[src/rtl/iopmp_err_capture.sv]
// iopmp_err_capture: holds the first IOPMP violation for software, with
// round-robin arbitration of simultaneous hits and a saturating count of
// violations that arrive while a record is held.
//
// Ports:
//   clk, rst              clock, asynchronous active-high reset
//   iopmp_req_valid_i     per-channel request valid
//   iopmp_error_report    per-channel checker report
//   intr_en_i             interrupt enable (gates irq_o only)
//   err_clear_i           write-1-to-clear pulse
//   err_*_o               held record, svc flag and counter
//   irq_o                 err_valid_o & intr_en_i
package iopmp_pkg;

  localparam int unsigned SourceWidth = 4;

  typedef enum logic [2:0] {
    ERR_NONE      = 3'd0,
    ERR_ILL_READ  = 3'd1,
    ERR_ILL_WRITE = 3'd2,
    ERR_ILL_EXEC  = 3'd3,
    ERR_PARTIAL   = 3'd4,
    ERR_NO_HIT    = 3'd5
  } error_type;

  typedef enum logic [1:0] {
    TT_NONE  = 2'd0,
    TT_READ  = 2'd1,
    TT_WRITE = 2'd2,
    TT_EXEC  = 2'd3
  } transaction_type;

  typedef struct packed {
    logic [SourceWidth-1:0] rrid;
    logic [7:0]             eid;
  } err_reqid_t;

  typedef struct packed {
    logic            iopmp_fail;
    error_type       etype;
    transaction_type ttype;
    logic [33:0]     ERR_REQADDR;
    err_reqid_t      ERR_REQID;
  } error_report_t;

endpackage

module iopmp_err_capture
  import iopmp_pkg::*;
#(
  parameter int unsigned IOPMPNumChan = 4,
  parameter int unsigned CntWidth     = 8,
  localparam int unsigned ChanW =
    (IOPMPNumChan > 1) ? $clog2(IOPMPNumChan) : 1
) (
  input  logic                         clk,
  input  logic                         rst,
  input  logic [IOPMPNumChan-1:0]      iopmp_req_valid_i,
  input  error_report_t [IOPMPNumChan-1:0] iopmp_error_report,
  input  logic                         intr_en_i,
  input  logic                         err_clear_i,
  output logic                         err_valid_o,
  output logic [ChanW-1:0]             err_chan_o,
  output error_type                    err_etype_o,
  output transaction_type              err_ttype_o,
  output logic [33:0]                  err_addr_o,
  output logic [SourceWidth-1:0]       err_rrid_o,
  output logic [7:0]                   err_eid_o,
  output logic                         err_svc_o,
  output logic [CntWidth-1:0]          err_svc_cnt_o,
  output logic                         irq_o
);

  typedef enum logic {
    IDLE = 1'b0,
    HELD = 1'b1
  } state_e;

  localparam logic [ChanW:0] NumChan = (ChanW+1)'(IOPMPNumChan);

  state_e                 state_q, state_d;
  logic [ChanW-1:0]       rr_ptr_q, rr_ptr_d;
  logic [ChanW-1:0]       chan_q, chan_d;
  error_type              etype_q, etype_d;
  transaction_type        ttype_q, ttype_d;
  logic [33:0]            addr_q, addr_d;
  logic [SourceWidth-1:0] rrid_q, rrid_d;
  logic [7:0]             eid_q, eid_d;
  logic                   svc_q, svc_d;
  logic [CntWidth-1:0]    cnt_q, cnt_d;

  logic [IOPMPNumChan-1:0] hit;
  logic                    any_hit;
  logic                    sel_found;
  logic [ChanW-1:0]        sel_idx;
  logic [ChanW:0]          cand;
  logic                    capture;

  always_comb begin
    for (int j = 0; j < int'(IOPMPNumChan); j++) begin
      hit[j] = iopmp_req_valid_i[j] & iopmp_error_report[j].iopmp_fail;
    end
    any_hit = |hit;
  end

  // Round-robin: first hit at or above rr_ptr, wrapping.
  always_comb begin
    sel_found = 1'b0;
    sel_idx   = '0;
    cand      = '0;
    for (int i = 0; i < int'(IOPMPNumChan); i++) begin
      cand = {1'b0, rr_ptr_q} + (ChanW+1)'(i);
      if (cand >= NumChan) cand = cand - NumChan;
      if (!sel_found && hit[cand[ChanW-1:0]]) begin
        sel_found = 1'b1;
        sel_idx   = cand[ChanW-1:0];
      end
    end
  end

  // A clear in HELD reopens the record in the same cycle so a coincident
  // hit is captured rather than lost.
  always_comb begin
    state_d  = state_q;
    rr_ptr_d = rr_ptr_q;
    chan_d   = chan_q;
    etype_d  = etype_q;
    ttype_d  = ttype_q;
    addr_d   = addr_q;
    rrid_d   = rrid_q;
    eid_d    = eid_q;
    svc_d    = svc_q;
    cnt_d    = cnt_q;
    capture  = 1'b0;

    unique case (state_q)
      IDLE: begin
        capture = any_hit;
      end
      HELD: begin
        if (err_clear_i) begin
          svc_d   = 1'b0;
          cnt_d   = '0;
          capture = any_hit;
          if (!any_hit) state_d = IDLE;
        end else if (any_hit) begin
          svc_d = 1'b1;
          if (cnt_q != '1) cnt_d = cnt_q + 1'b1;
        end
      end
      default: state_d = IDLE;
    endcase

    if (capture && sel_found) begin
      state_d  = HELD;
      chan_d   = sel_idx;
      etype_d  = iopmp_error_report[sel_idx].etype;
      ttype_d  = iopmp_error_report[sel_idx].ttype;
      addr_d   = iopmp_error_report[sel_idx].ERR_REQADDR;
      rrid_d   = iopmp_error_report[sel_idx].ERR_REQID.rrid;
      eid_d    = iopmp_error_report[sel_idx].ERR_REQID.eid;
      if ({1'b0, sel_idx} == NumChan - 1'b1) rr_ptr_d = '0;
      else rr_ptr_d = sel_idx + 1'b1;
    end
  end

  always_ff @(posedge clk or posedge rst) begin
    if (rst) begin
      state_q  <= IDLE;
      rr_ptr_q <= '0;
      chan_q   <= '0;
      etype_q  <= ERR_NONE;
      ttype_q  <= TT_NONE;
      addr_q   <= '0;
      rrid_q   <= '0;
      eid_q    <= '0;
      svc_q    <= 1'b0;
      cnt_q    <= '0;
    end else begin
      state_q  <= state_d;
      rr_ptr_q <= rr_ptr_d;
      chan_q   <= chan_d;
      etype_q  <= etype_d;
      ttype_q  <= ttype_d;
      addr_q   <= addr_d;
      rrid_q   <= rrid_d;
      eid_q    <= eid_d;
      svc_q    <= svc_d;
      cnt_q    <= cnt_d;
    end
  end

  assign err_valid_o   = (state_q == HELD);
  assign err_chan_o    = chan_q;
  assign err_etype_o   = etype_q;
  assign err_ttype_o   = ttype_q;
  assign err_addr_o    = addr_q;
  assign err_rrid_o    = rrid_q;
  assign err_eid_o     = eid_q;
  assign err_svc_o     = svc_q;
  assign err_svc_cnt_o = cnt_q;
  assign irq_o         = err_valid_o & intr_en_i;

endmodule

[config.mk]
export PLATFORM = sky130hd
export DESIGN_NAME = iopmp_err_capture
export DESIGN_NICKNAME = d
export VERILOG_FILES = /design/src/rtl/iopmp_err_capture.sv
export SDC_FILE = /design/constraint.sdc
export NUM_CORES = 1
export LEC_CHECK = 0
export ABC_CLOCK_PERIOD_IN_PS = 2900
export CAP_MARGIN = 20
export CORE_MARGIN = 2
export CORE_UTILIZATION = 35
export CTS_CLUSTER_DIAMETER = 60
export DETAILED_ROUTE_END_ITERATION = 16
export PLACE_DENSITY = 0.82
export SKIP_LAST_GASP = 1
export SLEW_MARGIN = 0
export SYNTH_ARGS = -nofsm -noshare
export SYNTH_HDL_FRONTEND = slang
export SYNTH_SLANG_ARGS = --single-unit
[constraint.sdc]
create_clock -name clk -period 2.9 [get_ports clk]
set_input_delay 0.87 -clock clk [delete_from_list [all_inputs] [get_ports clk]]
set_output_delay 0.87 -clock clk [all_outputs]
set_load 0.03 [all_outputs]
==> Yosys cells after proc, flatten, opt, wreduce, memory -nomap -nowiden <==
Index checks and enable logic that the tools add are counted.
W data, S select, Z words.
{ "op_classes": {"addsub": 9, "n_lt_le_gt_ge": 9, "eq_ne": 2, "n_mux": 34, "bitwise_logic": 6, "n_reduce_logical": 12} }
{ "op_table": {"columns": ["cell", "n"], "rows": [
  ["$bmux W52 S2", 1],
  ["$mux W51", 1],
  ["$mux W8", 3],
  ["$mux W2", 9],
  ["$lt A2 B3 Y1 const B", 5],
  ["$mux W1", 15],
  ["$ge A3 B3 Y1 const B", 3],
  ["$add A8 B1 Y8 const B", 1],
  ["$bmux W1 S2", 4],
  ["$ne A8 B8 Y1 const B", 1],
  ["$sub A2 B1 Y2 const B", 4],
  ["$add A2 B2 Y3 const B", 2],
  ["$and A1 B1 Y1", 5],
  ["$logic_and A1 B1 Y1", 4],
  ["$reduce_bool A2 Y1", 2],
  ["$reduce_or A4 Y1", 1],
  ["$add A2 B1 Y3 const B", 1],
  ["$ge A2 B3 Y1 const B", 1],
  ["$logic_not A1 Y1", 3],
  ["$reduce_and A3 Y1", 1],
  ["$add A2 B1 Y2 const B", 1],
  ["$eq A2 B2 Y1 const B", 1],
  ["$pmux W1 S2", 1],
  ["$reduce_and A2 Y1", 1],
  ["$not A1 Y1", 1]
]} }
{ "word_totals": {"register_bits": 65, "inputBits": 216, "out_inout_bits": 64} }

==> Depth between registers and ports, before layout <==
{ "depth": {"depth_word": 16, "ltp_mapped": 8, "mapped_depth_nobuf": 7} }

==> Worst setup path after synthesis <==
OpenSTA, ideal clock, no wires.
{ "synth_timing": {"path_kind": "input -> register", "start": "in iopmp_req_valid_i[2]", "end": "reg eid_q[0] (netlist: err_eid_o[0])", "arrival_ps": 2384, "path_slack_ps": 379, "cell_stages": 7, "n_path_buf": 1, "cell_sequence": "nand2_1 a21oi_1 o32ai_4 buf_6 mux2_2 a222oi_1 a21oi_1"} }
{ "synth_via": {"elab_chain_len": 15, "word_cells_on_any_way": 29, "classes_between": "20 x mux; 1 x bitwise; 8 x reduce/logical"} }
{ "synth_lines": {"columns": ["item", "line_no", "rtl"], "rows": [
  ["start: declaration", "58", "input logic [IOPMPNumChan-1:0] iopmp_req_valid_i,"],
  ["$and A1 B1 Y1 *", "101", "hit[j] = iopmp_req_valid_i[j] & iopmp_error_report[j].iopmp_fail;"],
  ["$bmux W1 S2", "114", "if (!sel_found && hit[cand[ChanW-1:0]]) begin"],
  ["$mux W1 (not written as such)", "114", null],
  ["$mux W1", "114", null],
  ["$logic_not A1 Y1", "114", null],
  ["$logic_and A1 B1 Y1", "114", null],
  ["$mux W1", "114", null],
  ["$logic_not A1 Y1", "114", null],
  ["$logic_and A1 B1 Y1", "114", null],
  ["$mux W1", "114", null],
  ["$logic_not A1 Y1", "114", null],
  ["$logic_and A1 B1 Y1", "114", null],
  ["$mux W2", "114", null],
  ["$bmux W52 S2", "161", "eid_d = iopmp_error_report[sel_idx].ERR_REQID.eid;"],
  ["$mux W51 (not written as such)", "161", null],
  ["end signal: assignment", "187", "eid_q <= eid_d;"],
  ["end: declaration", "88", "logic [7:0] eid_q, eid_d;"]
]} }
Every way passes the cells marked *; elsewhere a longest branch is shown, timed or not. The select of a mux whose other input is x is not followed.
A chain may end at the register's enable or synchronous reset.

==> Worst setup path in the final report <==
{ "layout_timing": {"start": "in iopmp_req_valid_i[3]", "end": "reg addr_q[18] (netlist: err_addr_o[18])"} }
{ "layout_via": {"elab_chain_len": 15, "word_cells_on_any_way": 29, "classes_between": "20 x mux; 1 x bitwise; 8 x reduce/logical"} }
{ "layout_lines": {"columns": ["item", "line_no", "rtl"], "rows": [
  ["$and A1 B1 Y1 *", "101", null],
  ["$bmux W1 S2", "114", null],
  ["$mux W1 (not written as such)", "114", null],
  ["$mux W1", "114", null],
  ["$logic_not A1 Y1", "114", null],
  ["$logic_and A1 B1 Y1", "114", null],
  ["$mux W1", "114", null],
  ["$logic_not A1 Y1", "114", null],
  ["$logic_and A1 B1 Y1", "114", null],
  ["$mux W1", "114", null],
  ["$logic_not A1 Y1", "114", null],
  ["$logic_and A1 B1 Y1", "114", null],
  ["$mux W2", "114", null],
  ["$bmux W52 S2", "159", "addr_d = iopmp_error_report[sel_idx].ERR_REQADDR;"],
  ["$mux W51", null, null],
  ["end signal: assignment", "185", "addr_q <= addr_d;"],
  ["end: declaration", "86", "logic [33:0] addr_q, addr_d;"]
]} }
Marks and branches as above.

==> summary.txt <==
Run status
  • Status: completed

Route
  • Vias: ~4400
  • First-pass DRT Iterations: 8
  • Vias/cell: approximately 5.4
  • Metal1 wirelength: 5330 um
  • Met3 routed WL: 1420 um
  • DRC viols: 0
  • Initial drt markers: 395
  • DRT antenna net count: 0
  • Routed WL per cell: 18.5 um
  • Highest metal used: met4
  • DR WL met2: 8130 um
  • WL final: 15100 um

Placed design
  • Placed cell count: about 790
  • Input/output buffers: 279
  • Final HPWL from detailed placement: 10900 um
  • Routability cong.: 0.841

CTS
  • Root Buffer: clkbuf_8
  • Clk slew on worst S/H paths: 0.07 ns
  • Clock buffer count from CTS: 9
  • CTS Buffer Depth: 2
  • Clk_lat worst skew: 0.34 ns
  • # H-tree levels: 3
  • CTS tree: built
  • Clock sink count: between 60 and 70

Worst setup path
  • CP required: 3.11 ns
  • R2r startpoint: rr_ptr_q[1]
  • Crit path arrival time: 3.05 ns
  • Worst setup path class: primary input to register
  • Crit-path max FO: 12
  • Crit path capture: err_addr_o[18]
  • R2R Setup Slk: 0.62 ns
  • Critical Path Start: iopmp_req_valid_i[3]
  • Reg2reg end: err_addr_o[18]
  • CP startpoint kind: primary input
  • Crit. End Element: register
  • Worst Reg-to-Reg Cells: 7

Power and ir drop
  • LEAKAGE: 2.86 nW
  • Pwr Density: 588 nW/um^2
  • Worst IR Drop VDD: 0.293 mV
  • Total Power: 4.24 mW

Cells and area
  • Most common cell after layout, fill and taps aside: clkdlybuf4s50_1
  • Final core occ: 0.672
  • ANT cells: 0
  • Nets: 889
  • Share of layout cells above drive strength 1: 0.0901
  • Most frequent cells in the layout: 278 x clkdlybuf4s50_1, 66 x nor2_1, 65 x dfrtp_1
  • Area grow syn2layout: 88.8%
  • Fillers: 861
  • Final non-filler cell total: 817

Run
  • Number of max-cap violations: 0

Die
  • Row Count: 38
  • Total core area: 10700 sq um
  • Die Ht: 109 um
  • Ports: between 200 and 300
  • Die Width: 109 um
  • Initial Util: 0.356
  • Area of the die: between 10000 and 15000 sq um

Global route
  • Initial antenna violation count: 0
  • Largest net degree at the start of global routing: 66
  • Total track usage: 0.241
  • First-pass GRT wire length: 21900 um
  • Number of global-route vias before repair: 4413
  • Global route overflow: 0

Yosys
  • Synthesized area per cell: 9.75 sq um
  • Synth warn: 0
  • Post-synth cell types: 32
  • Seq cells post-synth: 65
  • Net Count, Synth: 609
  • Synthesized instance count: 392
  • Post-synthesis sequential area ratio: 0.426
  • Mapped cell area: 3820 sq um

Hold path
  • Path type of the worst min-delay path: register to register

Timing
  • Relative slew slack: 0.599
  • RSZ-0062 raised after global routing: true
  • Final hold slack: 0.492 ns
  • Worst Tran Pin Value: 0.595 ns
  • Max Fclk: between 300 and 400 MHz
  • Final period utilization: 0.981
  • Shortest period the worst path allows: 2.84 ns
  • Clock Skew: 0.0101 ns
  • Max-slew violations: 0
  • Setup-failing EPs final: 0
  • Final Hold Viols: 0
## synthesized netlist by cell type (all sizes together)
cell | instances | area share
nand4 | 2 | 0.0033
mux2 | 51 | 0.15
nor3 | 3 | 0.0039
and3 | 4 | 0.0065
nand3 | 7 | 0.0092
a22oi | 2 | 0.0039
ha | 1 | 0.0033
nor2 | 68 | 0.067
xor2 | 5 | 0.011
nor2b | 2 | 0.0033
nand2b | 1 | 0.0016
nand2 | 14 | 0.014
dfrtp | 65 | 0.43
o21a | 1 | 0.0020
a21oi | 59 | 0.077
clkbuf | 27 | 0.027
a222oi | 51 | 0.13
and2 | 6 | 0.0098
buf | 8 | 0.019
o22ai | 1 | 0.0016
nor3b | 1 | 0.0020
a21o | 1 | 0.0020
a311oi | 1 | 0.0023
and3b | 1 | 0.0023
o32ai | 1 | 0.0072
o21ai | 7 | 0.0092
a211oi | 1 | 0.0020
inv | 1 | 0.00098
## critical path: stages
cell	delay [ns]
clkdlybuf4s50_1	0.49
and2_4	0.15
a21oi_1	0.10
o32ai_4	0.38
buf_6	0.18
buf_12	0.14
mux2_1	0.33
a222oi_1	0.28
a21oi_1	0.12
## stage by stage
stage | TNS, ns | instance area (sq um) | setup slack [ns]
floorplan | 0 | 3820 | 0.379
global placement | -17.07 | 6880 | -0.455
detailed placement | -11.73 | 6900 | -0.436
CTS | 0 | 7120 | 0.0292
global route | -0.0165 | 7220 | -0.0129
finish | 0 | 7220 | 0.0560
## registers in the layout, indices dropped and copies added (netlist names)
| register | flops |
|---|---|
| err_addr_o | 34 |
| err_svc_cnt_o | 8 |
| err_ttype_o | 2 |
| err_eid_o | 8 |
| rr_ptr_q | 2 |
| err_valid_o | 1 |
| err_etype_o | 3 |
| err_chan_o | 2 |
| err_rrid_o | 4 |
| err_svc_o | 1 |
## worst min path at each step
stage,from,end,slack [ns],cells after the start
global route,err_chan_o[1],err_chan_o[1],0.51,2
detailed placement,err_chan_o[1],err_chan_o[1],0.48,2
global placement,err_chan_o[1],err_chan_o[1],0.47,2
floorplan,rr_ptr_q[0],rr_ptr_q[0],0.52,2
CTS,err_chan_o[1],err_chan_o[1],0.49,2
finish,err_chan_o[1],err_chan_o[1],0.49,2
## cell type report
class	instances	area, sq um	share of cell area
clock buffer	11	131	0.0182
clock inverter	5	80.1	0.0111
inverter	1	3.75	0.000520
multi-input combinational	292	2070	0.287
sequential	65	1630	0.225
tap	140	175	0.0243
timing repair buffer	303	3130	0.434
## layer usage
metal  GRT usage  vias up
met5           0        -
met2       0.449      230
met3      0.0766       18
met4      0.0870        0
li1            -     2074
met1       0.252     2122
## what timing repair did
action | in CTS | in global routing
endpoints found under the hold margin | 0 | 0
setup endpoints to repair | 1 | 4
hold buffers | 0 | 0
gates cloned | 0 | 3
pin swaps | 0 | 6
gates resized for setup | 1 | 4
buffers inserted | 0 | 4
## where the power goes
| group | switching, mW | leakage [nW] | internal [mW] |
|---|---|---|---|
| combinational | 1.08 | 2.01 | 1.05 |
| sequential | 0.149 | 0.754 | 1.12 |
| clock | 0.362 | 0.0995 | 0.484 |
## logic make-up (layout without fill, tap and decap cells)
kind of cell	after synthesis	count (layout)	share of synthesized area
AOI/OAI and AO/OA	125	125	0.241
and+or+nand+nor	109	110	0.122
DFF	65	65	0.426
muxes	51	51	0.150
buffers and inverters	36	320	0.0462
xor gates and xnor gates	5	5	0.0115
adders and majority gates	1	1	0.00327
No activity file was read; power rests on OpenSTA's default activity.
